[src/rtl/display_scanner.sv]
// Multiplexed 7-segment scanner: snapshots the six BCD digits once per frame
// and drives them onto a shared segment bus with one-hot digit enables.
module display_scanner #(
  parameter int SCAN_DIV       = 50000,
  parameter int BLINK_FRAMES   = 64,
  parameter bit SEG_ACTIVE_LOW = 1'b0,
  parameter bit AN_ACTIVE_LOW  = 1'b0
) (
  input  logic       clk_clk,
  input  logic       reset_reset,
  input  logic [3:0] display_s0_export,
  input  logic [3:0] display_s1_export,
  input  logic [3:0] display_m0_export,
  input  logic [3:0] display_m1_export,
  input  logic [3:0] display_h0_export,
  input  logic [3:0] display_h1_export,
  input  logic       alarm_export,
  output logic [6:0] seg_o,
  output logic       dp_o,
  output logic [5:0] an_o,
  output logic       frame_o
);

  localparam int PW = (SCAN_DIV > 1) ? $clog2(SCAN_DIV) : 1;
  localparam int FW = (BLINK_FRAMES > 1) ? $clog2(BLINK_FRAMES) : 1;
  localparam logic [PW-1:0] PRESCALE_LAST = PW'(SCAN_DIV - 1);
  localparam logic [FW-1:0] FRAME_LAST    = FW'(BLINK_FRAMES - 1);
  localparam logic [2:0]    SLOT_LAST     = 3'd5;

  logic [PW-1:0] prescaler;
  logic          tick;
  logic [2:0]    slot;

  logic [3:0]    sh_s0, sh_s1, sh_m0, sh_m1, sh_h0, sh_h1;
  logic          sh_alarm;
  logic [FW-1:0] frame_cnt;
  logic          blink_phase;

  logic [6:0]    seg_q;
  logic          dp_q;
  logic [5:0]    an_q;
  logic          frame_q;

  logic [3:0]    digit;
  logic [6:0]    decoded;
  logic          dark;
  logic [6:0]    seg_next;
  logic          dp_next;

  assign tick = (prescaler == PRESCALE_LAST);

  always_ff @(posedge clk_clk or posedge reset_reset) begin
    if (reset_reset) begin
      prescaler <= '0;
      slot      <= '0;
    end else begin
      prescaler <= tick ? '0 : prescaler + PW'(1);
      if (tick) begin
        slot <= (slot == SLOT_LAST) ? 3'd0 : slot + 3'd1;
      end
    end
  end

  always_comb begin
    case (slot)
      3'd0:    digit = sh_s0;
      3'd1:    digit = sh_s1;
      3'd2:    digit = sh_m0;
      3'd3:    digit = sh_m1;
      3'd4:    digit = sh_h0;
      default: digit = sh_h1;
    endcase
    case (digit)
      4'd0:    decoded = 7'h3F;
      4'd1:    decoded = 7'h06;
      4'd2:    decoded = 7'h5B;
      4'd3:    decoded = 7'h4F;
      4'd4:    decoded = 7'h66;
      4'd5:    decoded = 7'h6D;
      4'd6:    decoded = 7'h7D;
      4'd7:    decoded = 7'h07;
      4'd8:    decoded = 7'h7F;
      4'd9:    decoded = 7'h6F;
      default: decoded = 7'h40;
    endcase
    // Blink darkens segments and points alike; the hour-tens blank only hides a leading zero.
    dark     = sh_alarm & blink_phase;
    seg_next = decoded;
    if (dark || (slot == SLOT_LAST && sh_h1 == 4'd0)) begin
      seg_next = 7'h00;
    end
    dp_next = !dark && (slot == 3'd2 || slot == 3'd4);
  end

  always_ff @(posedge clk_clk or posedge reset_reset) begin
    if (reset_reset) begin
      seg_q   <= '0;
      dp_q    <= 1'b0;
      an_q    <= '0;
      frame_q <= 1'b0;
    end else begin
      frame_q <= tick && (slot == SLOT_LAST);
      if (tick) begin
        seg_q <= seg_next;
        dp_q  <= dp_next;
        an_q  <= 6'b000001 << slot;
      end
    end
  end

  // The last slot of a frame is loaded from the old shadow on the same edge the new one is captured.
  always_ff @(posedge clk_clk or posedge reset_reset) begin
    if (reset_reset) begin
      sh_s0       <= '0;
      sh_s1       <= '0;
      sh_m0       <= '0;
      sh_m1       <= '0;
      sh_h0       <= '0;
      sh_h1       <= '0;
      sh_alarm    <= 1'b0;
      frame_cnt   <= '0;
      blink_phase <= 1'b0;
    end else if (tick && slot == SLOT_LAST) begin
      sh_s0    <= display_s0_export;
      sh_s1    <= display_s1_export;
      sh_m0    <= display_m0_export;
      sh_m1    <= display_m1_export;
      sh_h0    <= display_h0_export;
      sh_h1    <= display_h1_export;
      sh_alarm <= alarm_export;
      if (frame_cnt == FRAME_LAST) begin
        frame_cnt   <= '0;
        blink_phase <= ~blink_phase;
      end else begin
        frame_cnt <= frame_cnt + FW'(1);
      end
    end
  end

  assign seg_o   = SEG_ACTIVE_LOW ? ~seg_q : seg_q;
  assign dp_o    = SEG_ACTIVE_LOW ? ~dp_q  : dp_q;
  assign an_o    = AN_ACTIVE_LOW  ? ~an_q  : an_q;
  assign frame_o = frame_q;

endmodule

[config.mk]
export PLATFORM = sky130hd
export DESIGN_NAME = display_scanner
export DESIGN_NICKNAME = d
export VERILOG_FILES = /design/src/rtl/display_scanner.sv
export SDC_FILE = /design/constraint.sdc
export NUM_CORES = 1
export LEC_CHECK = 0
export CELL_PAD_IN_SITES_DETAIL_PLACEMENT = 1
export CELL_PAD_IN_SITES_GLOBAL_PLACEMENT = 1
export CORE_MARGIN = 4
export CORE_UTILIZATION = 29
export DETAILED_ROUTE_END_ITERATION = 6
export PLACE_DENSITY = 0.68
export SLEW_MARGIN = 30
export SYNTH_ARGS = -nofsm -noshare
export SYNTH_HDL_FRONTEND = slang
export SYNTH_SLANG_ARGS = --single-unit
[constraint.sdc]
create_clock -name clk_clk -period 3.6 [get_ports clk_clk]
set_clock_uncertainty 0.05 [all_clocks]
set_input_delay 0.72 -clock clk_clk [delete_from_list [all_inputs] [get_ports clk_clk]]
set_output_delay 0.72 -clock clk_clk [all_outputs]
set_load 0.02 [all_outputs]
==> impl_metrics.py, run 1 <==
metrics = {
    "sta": {
        "fin_crit_sh_pct": 85.4,
        "fin_tns_setup_ps": 0,
        "min_period_ps": 3070,
        "fmax_mhz": 325,
        "maxSlewViolCount": 0,
        "maxSlewHeadroom_pct": 52.9,
        "rsz0062_at_grt": "no",
        "hold_viol_final": 0,
        "worst_slew_pin_slew_ps": 706,
        "report.final.setup_viol": 0,
    },
    "clock_tree": {
        "cts_buffer_depth": 2,
        "h-tree-depth": 3,
        "clkLatencyLatePin_ps": 340,
        "cts.sinks": 66,
        "cts_made_buffers": 9,
        "cts_tree": "done",
        "ctsResizeCount": 0,
        "cts_hold_buf": 0,
        "clk_pin_slew_worst_paths_ps": 70,
        "postCtsSetupRepairBufs": 0,
        "cts_root_buffer": "clkbuf_8",
    },
    "floorplanning": {
        "io_pins": 42,
        "die_area_um2": 12900,
        "core_area_um2": 10900,
        "num_rows": 38,
        "chipWidth_um": 114,
        "die_h_um": 114,
        "start_util_pct": 29.8,
    },
    "routing": {
        "drcViolationCount": 0,
        "vias": 2482,
        "routed_wl_mm": 7.70,
        "vias_per_cell": 4.78,
        "wirelength_met1_mm": 3.57,
        "maxUsedRoutingLayer": "met4",
        "ant_nets": 0,
        "drt_iter0_drc": 117,
        "dr_wl_met2_mm": 3.63,
        "wl_per_cell_um": 14.8,
        "dr.pass1.iters": 4,
        "wl_met3_um": 333,
    },
    "power_and_ir_drop": {
        "power_density_nw_per_um2": 359,
        "total_power_mw": 1.42,
        "peakVddDrop_mv": 0.173,
        "static-leakage-power_nw": 1.79,
    },
    "finish": {
        "stdcell_area_um2": 3960,
        "drive_gt1_share_pct": 8.97,
        "fillers": 1250,
        "layout.nets": 409,
        "finish.utilization_pct": 36.4,
        "synthToLayoutAreaGrowth_pct": 22.2,
        "n_antenna_cell": 0,
    },
    "placement": {
        "dpl_cell_area_um2": 3760,
        "dp_hpwl_mm": 5.47,
        "place.port_buffers": 41,
        "gp_congestion": 0.830,
    },
    "synth": {
        "synthCells": 333,
        "yosysWarnings": 0,
        "ys_types": 54,
        "yosysSeqAreaShare_pct": 51.0,
        "synth_area_per_cell_um2": 9.73,
        "synth_seq_cells": 66,
        "synth_nets": 368,
        "syn-cell-area_um2": 3240,
    },
    "critical_path": {
        "startpoint": "slot[1]$_DFFE_PP0N_",
        "r2r_start": "slot[1]$_DFFE_PP0N_",
        "cp_data_required_time_ps": 3840,
        "start_kind": "flip-flop",
        "r2r_slack_ps": 530,
        "worst-setup-path-type": "reg2reg",
        "cp_data_arrival_time_ps": 3310,
        "endpoint_kind": "flip-flop",
        "path_max_fanout": 17,
    },
    "global_routing": {
        "grt_use_total_pct": 12.8,
        "grt_remaining_overflow": 0,
        "grt_max_degree": 35,
        "grt_pass1_vias": 2674,
        "antenna_found_initial": 0,
        "grt_pass1_wl_mm": 13.2,
    },
    "outcome": {
        "status": "completed",
    },
    "hold_path": {
        "hp-start": "frame_cnt[4]$_DFFE_PP0P_",
        "hp-class": "reg2reg",
    },
    "run": {
        "maxCapViolCount": 0,
    },
}
## synthesized netlist by cell type (all sizes together)
| cell type | number | area [um2] |
|---|---|---|
| nand2 | 102 | 390 |
| o21a | 1 | 7.51 |
| and3 | 4 | 25.0 |
| mux2 | 3 | 33.8 |
| inv | 11 | 41.3 |
| ha | 8 | 100 |
| buf | 11 | 95.1 |
| o211ai | 2 | 15.0 |
| nand3b | 2 | 15.0 |
| a22o | 2 | 17.5 |
| mux2i | 3 | 30.0 |
| and4 | 1 | 8.76 |
| o41ai | 2 | 17.5 |
| and4bb | 2 | 25.0 |
| a221oi | 1 | 15.0 |
| xor2 | 11 | 96.3 |
| nor2b | 2 | 12.5 |
| a211oi | 3 | 22.5 |
| o31ai | 1 | 7.51 |
| or2 | 2 | 12.5 |
| a21o | 3 | 22.5 |
| clkbuf | 5 | 18.8 |
| nor4b | 1 | 15.0 |
| nor3 | 3 | 15.0 |
| xnor2 | 8 | 70.1 |
| nand4 | 5 | 31.3 |
| dfrtp | 66 | 1650 |
| a31oi | 2 | 33.8 |
| or4 | 1 | 7.51 |
| o21ai | 11 | 55.1 |
| o22ai | 1 | 12.5 |
| a22oi | 1 | 7.51 |
| nor3b | 1 | 12.5 |
| a2111oi | 3 | 27.5 |
| nor2 | 20 | 75.1 |
| a32oi | 3 | 26.3 |
| a2bb2oi | 1 | 8.76 |
| a21oi | 3 | 15.0 |
| o21bai | 2 | 26.3 |
| a211o | 4 | 35.0 |
| nand3 | 12 | 65.1 |
| nor4 | 1 | 6.26 |
| and2 | 2 | 12.5 |
## worst paths after layout
| kind | to | cells after the start |
|---|---|---|
| max | seg_o[0]$_DFFE_PP0N_ | 11 |
| min | frame_cnt[4]$_DFFE_PP0P_ | 1 |
| max reg2reg | seg_o[0]$_DFFE_PP0N_ | 11 |
| min reg2reg | frame_cnt[4]$_DFFE_PP0P_ | 1 |
| max in group asynchronous | an_o[2]$_DFFE_PP0N_ | 3 |
| min in group asynchronous | frame_cnt[4]$_DFFE_PP0P_ | 2 |
## power breakdown
group	switching [mW]	internal, mW
registers	0	0.741
logic	0.0184	0.0270
clock network	0.276	0.358
## per-stage QoR
stage,hold slack (ps),std cells,setup slack (ps)
after floorplan,381,333,1040
after global placement,400,503,694
after detailed placement,410,503,534
after CTS,422,519,518
after global routing,445,519,234
final,421,519,525
## critical path, stage by stage (launching register included)
cell and delay, ps:
dfrtp_1 650, and2_1 280, ha_1 340, o21bai_4 240
nor2_1 80, a31oi_2 350, inv_1 150, ha_1 230
inv_1 70, nor2_1 50, a2111oi_1 380, a211o_1 150
## metal layers
metal  vias to the layer above  GRT usage (%)
li1                       1201              -
met1                      1220           16.7
met2                        45           19.9
met3                        16           4.40
met4                         0           4.57
met5                         -              0
## cells by family after synthesis
| kind of cell | Yosys count | share of synthesized area, % |
|---|---|---|
| AO/OA/AOI/OAI | 46 | 11.5 |
| XOR/XNOR | 19 | 5.14 |
| adder cells (fa/ha/maj) | 8 | 3.09 |
| buffers and inverters | 27 | 4.79 |
| flip-flops | 66 | 51.0 |
| multiplexers | 6 | 1.97 |
| AND/OR/NAND/NOR | 161 | 22.5 |
## final cells by class
type,instances,area (um2),share of cell area (%)
Timing Repair Buffer,46,460,11.6
Clock inverter,2,35.0,0.885
Multi-Input combinational cell,240,1430,36.2
Sequential cell,66,1650,41.7
Clock buffer,14,163,4.11
Inverter,11,41.3,1.04
Tap cell,140,175,4.42
## sequential cells by signal (all words and copies together) (netlist names), 3 cells and up
register / count
sh_h1: 4
seg_o: 7
sh_s1: 4
an_o: 6
sh_s0: 4
sh_m0: 4
sh_h0: 4
sh_m1: 4
slot: 3
prescaler: 16
frame_cnt: 6
## cell usage in the layout, fill, tap and decap left out, drive strengths merged, types with 4 or more instances in the layout
cell and count:
a211o 4, and3 4, buf 5, clkbuf 14, clkdlybuf4s50 41, dfrtp 66, ha 8, inv 11
nand2 102, nand3 12, nand4 5, nor2 20, o21ai 11, xnor2 8, xor2 11
No activity file was read; power rests on OpenSTA's default activity.
==> run 2: changes to the inputs <==
SKIP_LAST_GASP = 1   (was unset)
SLEW_MARGIN = 40   (was 30)
clock period = 2.83 ns   (was 3.6 ns; I/O delays follow)
==> impl_metrics.py, run 2 (same netlist as run 1, synthesis figures left out) <==
metrics = {
    "critical_path": {
        "reg2reg_to": "seg_o[3]$_DFFE_PP0N_",
        "cp_data_required_time_ps": 3060,
        "r2r_slack_ps": 260,
        "path_max_fanout": 19,
        "endpoint_kind": "flip-flop",
        "start_kind": "flip-flop",
        "worst-setup-path-type": "reg2reg",
        "r2r_start": "slot[2]$_DFFE_PP0N_",
        "reg2regPathDepth": 10,
        "cp_data_arrival_time_ps": 2800,
    },
    "sta": {
        "fin_crit_sh_pct": 90.8,
        "fin_tns_setup_ps": 0,
        "rsz0062_at_grt": "no",
        "maxSlewHeadroom_pct": 61.0,
        "fmax_mhz": 389,
        "worst_slew_pin_slew_ps": 570,
        "report.final.setup_viol": 0,
        "hold_viol_final": 0,
        "min_period_ps": 2570,
        "maxSlewViolCount": 0,
    },
    "finish": {
        "n_antenna_cell": 0,
        "finish.utilization_pct": 37.1,
        "largest_reg_flops": 16,
        "regMostFlops": "prescaler",
        "final_cell_mix": "101 x nand2_1, 66 x dfrtp_1, 41 x clkdlybuf4s50_1",
        "synthToLayoutAreaGrowth_pct": 24.6,
        "final_common_cell": "nand2_1",
        "drive_gt1_share_pct": 10.7,
        "layout.nets": 415,
    },
    "hold_path": {
        "hp-class": "in2async",
    },
    "routing": {
        "routed_wl_mm": 7.53,
        "drcViolationCount": 0,
        "ant_nets": 0,
        "drt_iter0_drc": 59,
        "wl_per_cell_um": 14.4,
        "vias_per_cell": 4.71,
        "vias": 2468,
        "dr.pass1.iters": 4,
    },
    "floorplanning": {
        "io_pins": 42,
        "die_area_um2": 12900,
        "chipWidth_um": 114,
        "die_h_um": 114,
        "core_area_um2": 10900,
        "num_rows": 38,
        "start_util_pct": 29.8,
    },
    "global_routing": {
        "grt_max_degree": 37,
        "antenna_found_initial": 0,
        "grt_remaining_overflow": 0,
        "grt_pass1_vias": 2671,
        "grt_use_total_pct": 12.7,
        "grt_pass1_wl_mm": 13.1,
    },
    "clock_tree": {
        "clkLatencyLatePin_ps": 340,
        "cts_buffer_depth": 2,
        "cts_root_buffer": "clkbuf_8",
        "ctsResizeCount": 0,
        "cts_hold_buf": 0,
        "cts.sinks": 66,
        "h-tree-depth": 3,
        "clk_pin_slew_worst_paths_ps": 70,
        "cts_tree": "done",
        "cts_made_buffers": 9,
        "postCtsSetupRepairBufs": 0,
    },
    "run": {
        "maxCapViolCount": 0,
    },
    "placement": {
        "place.port_buffers": 41,
        "dp_hpwl_mm": 5.48,
        "gp_congestion": 0.815,
    },
    "power_and_ir_drop": {
        "static-leakage-power_nw": 1.83,
        "peakVddDrop_mv": 0.187,
        "power_density_nw_per_um2": 470,
    },
    "outcome": {
        "status": "completed",
    },
}
==> run 2: layout make-up <==
cell class | instances | area (um2)
well taps | 140 | 175
repair buffers | 52 | 505
flip-flops and latches | 66 | 1650
clock inverters | 2 | 60.1
clock buffers | 13 | 159
inverters | 11 | 41.3
fillers | 1261 | 6850
multi-input cells | 240 | 1440
==> run 2: stage by stage <==
stage	instances	hold slack, ps	worst slack (ps)	instance area [um2]	total power, mW
2_1_floorplan	333	381	269	3240	0.975
3_3_place_gp	509	403	326	3810	1.02
3_5_place_dp	509	414	171	3810	1.02
4_1_cts	524	381	133	4030	1.93
5_1_grt	524	409	42.0	4040	1.97
6_report	524	392	261	4040	1.90
==> run 2: worst max-delay path by stage <==
stage	start	to	slack, ps
floorplan	slot[1]$_DFFE_PP0N_	seg_o[5]$_DFFE_PP0N_	270
global placement	slot[1]$_DFFE_PP0N_	seg_o[0]$_DFFE_PP0N_	330
detailed placement	slot[1]$_DFFE_PP0N_	seg_o[5]$_DFFE_PP0N_	170
CTS	slot[1]$_DFFE_PP0N_	seg_o[5]$_DFFE_PP0N_	130
global route	slot[2]$_DFFE_PP0N_	seg_o[5]$_DFFE_PP0N_	40
finish	slot[2]$_DFFE_PP0N_	seg_o[3]$_DFFE_PP0N_	260
==> run 2: report_power, final <==
group,internal (mW),switching (mW),leakage (nW)
Clock,0.541,0.354,0.110
Sequential,0.943,0,0.777
Combinational,0.0352,0.0240,0.944
==> run 2: critical path: stages, from the launching register on <==
cell and delay, ps:
dfrtp_1 340, buf_4 250, mux2_2 360, a22oi_1 170
o211ai_1 110, o21ai_1 210, ha_1 300, inv_1 90
nor2_1 50, a2111oi_0 410, a211o_1 150
==> run 2: routing by layer <==
metal	share of wire, %	routed length, um	up-vias	GRT usage (%)
met5	0	0	-	0
li1	-	-	1213	-
met3	3.7	275	10	3.45
met4	1.2	94	0	4.09
met2	47	3560	36	20.4
met1	48	3600	1209	16.7
==> run 3: changes to the inputs <==
CORE_UTILIZATION = 35   (was 29)
PLACE_DENSITY = 0.65   (was 0.68)
RECOVER_POWER = 50   (was unset)
==> impl_metrics.py, run 3 (same netlist as run 1, synthesis figures left out) <==
metrics = {
    "hold_path": {
        "hp-class": "reg2reg",
        "holdPathStages": 1,
        "hp-start": "frame_cnt[4]$_DFFE_PP0P_",
        "holdPathEnd": "frame_cnt[4]$_DFFE_PP0P_",
    },
    "clock_tree": {
        "postCtsSetupRepairBufs": 0,
        "cts_made_buffers": 9,
        "cts_buffer_depth": 2,
        "clkLatencyLatePin_ps": 340,
        "clk_pin_slew_worst_paths_ps": 70,
        "cts_tree": "done",
        "ctsResizeCount": 0,
        "h-tree-depth": 3,
        "cts.sinks": 66,
        "cts_root_buffer": "clkbuf_8",
        "cts_hold_buf": 0,
    },
    "critical_path": {
        "cp_data_arrival_time_ps": 2830,
        "endpoint_kind": "flip-flop",
        "start_kind": "flip-flop",
        "r2r_start": "slot[1]$_DFFE_PP0N_",
        "cp_data_required_time_ps": 3060,
        "r2r_slack_ps": 230,
        "path_max_fanout": 7,
        "worst-setup-path-type": "reg2reg",
        "reg2regPathDepth": 9,
        "reg2reg_to": "seg_o[5]$_DFFE_PP0N_",
    },
    "sta": {
        "fmax_mhz": 385,
        "min_period_ps": 2600,
        "worst_slew_pin_slew_ps": 940,
        "rsz0062_at_grt": "no",
        "maxSlewHeadroom_pct": 37.3,
        "fin_crit_sh_pct": 91.8,
        "fin_tns_setup_ps": 0,
        "report.final.setup_viol": 0,
        "hold_viol_final": 0,
        "maxSlewViolCount": 0,
    },
    "routing": {
        "ant_nets": 0,
        "vias": 2421,
        "dr.pass1.iters": 4,
        "drt_iter0_drc": 78,
        "drcViolationCount": 0,
        "routed_wl_mm": 7.30,
        "vias_per_cell": 4.92,
        "wl_per_cell_um": 14.8,
    },
    "floorplanning": {
        "num_rows": 34,
        "start_util_pct": 36.6,
        "chipWidth_um": 104,
        "die_area_um2": 10900,
        "io_pins": 42,
        "core_area_um2": 8850,
        "die_h_um": 104,
    },
    "finish": {
        "regMostFlops": "prescaler",
        "final_cell_count_no_fill": 492,
        "layout.nets": 414,
        "fillers": 1008,
        "largest_reg_flops": 16,
        "final_common_cell": "nand2_1",
        "n_antenna_cell": 0,
        "finish.utilization_pct": 44.3,
        "final_cell_mix": "101 x nand2_1, 66 x dfrtp_1, 40 x clkdlybuf4s50_1",
        "stdcell_area_um2": 3920,
        "synthToLayoutAreaGrowth_pct": 21.1,
        "drive_gt1_share_pct": 10.7,
    },
    "placement": {
        "place.port_buffers": 41,
        "dpl_cell_area_um2": 3760,
        "dp_hpwl_mm": 5.30,
        "gp_congestion": 0.830,
        "dp.cells": 476,
    },
    "outcome": {
        "status": "completed",
    },
    "global_routing": {
        "grt_pass1_vias": 2627,
        "grt_pass1_wl_mm": 12.7,
        "antenna_found_initial": 0,
        "grt_use_total_pct": 14.4,
        "grt_remaining_overflow": 0,
        "grt_max_degree": 43,
    },
    "power_and_ir_drop": {
        "power_density_nw_per_um2": 433,
        "static-leakage-power_nw": 1.81,
        "peakVddDrop_mv": 0.168,
    },
    "run": {
        "maxCapViolCount": 0,
    },
}
## run 3: stage by stage
stage,total power [mW],hold slack [ps],worst slack [ps]
floorplan,0.975,381,269
global placement,1.02,407,304
detailed placement,1.02,411,206
CTS,1.73,426,185
global route,1.78,446,1.27
finish,1.70,427,233
## run 3: how the worst max path moves through the flow
stage / from / end / slack, ps / cells after the start
finish: slot[1]$_DFFE_PP0N_ / seg_o[5]$_DFFE_PP0N_ / 230 / 9
global route: slot[1]$_DFFE_PP0N_ / seg_o[3]$_DFFE_PP0N_ / 1 / 9
CTS: slot[1]$_DFFE_PP0N_ / seg_o[0]$_DFFE_PP0N_ / 180 / 11
detailed placement: slot[1]$_DFFE_PP0N_ / seg_o[0]$_DFFE_PP0N_ / 210 / 11
global placement: slot[1]$_DFFE_PP0N_ / seg_o[3]$_DFFE_PP0N_ / 300 / 10
floorplan: slot[1]$_DFFE_PP0N_ / seg_o[5]$_DFFE_PP0N_ / 270 / 10
## run 3: power breakdown
group,internal [mW],total [mW],leakage [nW],switching (mW)
clock,0.334,0.703,0.0916,0.369
combinational,0.0316,0.0541,0.937,0.0225
sequential,0.943,0.943,0.777,0
total,1.31,1.70,1.81,0.392
## run 3: worst max-delay path, cell delays in order, from the launching register on
cell,delay (ps)
dfrtp_1,380
and2_1,200
ha_1,290
o21bai_4,260
o21ai_0,390
inv_1,130
ha_1,230
or2_2,290
a211oi_1,200
a211o_1,120
## run 3: layout make-up
type	count	area, um2	share of cell area [%]
Inverter	11	41.3	1.05
Clock buffer	10	138	3.51
Timing Repair Buffer	51	483	12.3
Clock inverter	6	32.5	0.829
Tap cell	108	135	3.44
Sequential cell	66	1650	42.1
Multi-Input combinational cell	240	1440	36.7
## run 3: layer usage
layer	GRT usage (%)	up-vias	part of all wire (%)
met1	18.0	1179	47
met2	24.3	33	50
met5	0	-	0
met3	4.35	2	3.1
met4	3.80	0	0.45
li1	-	1207	-
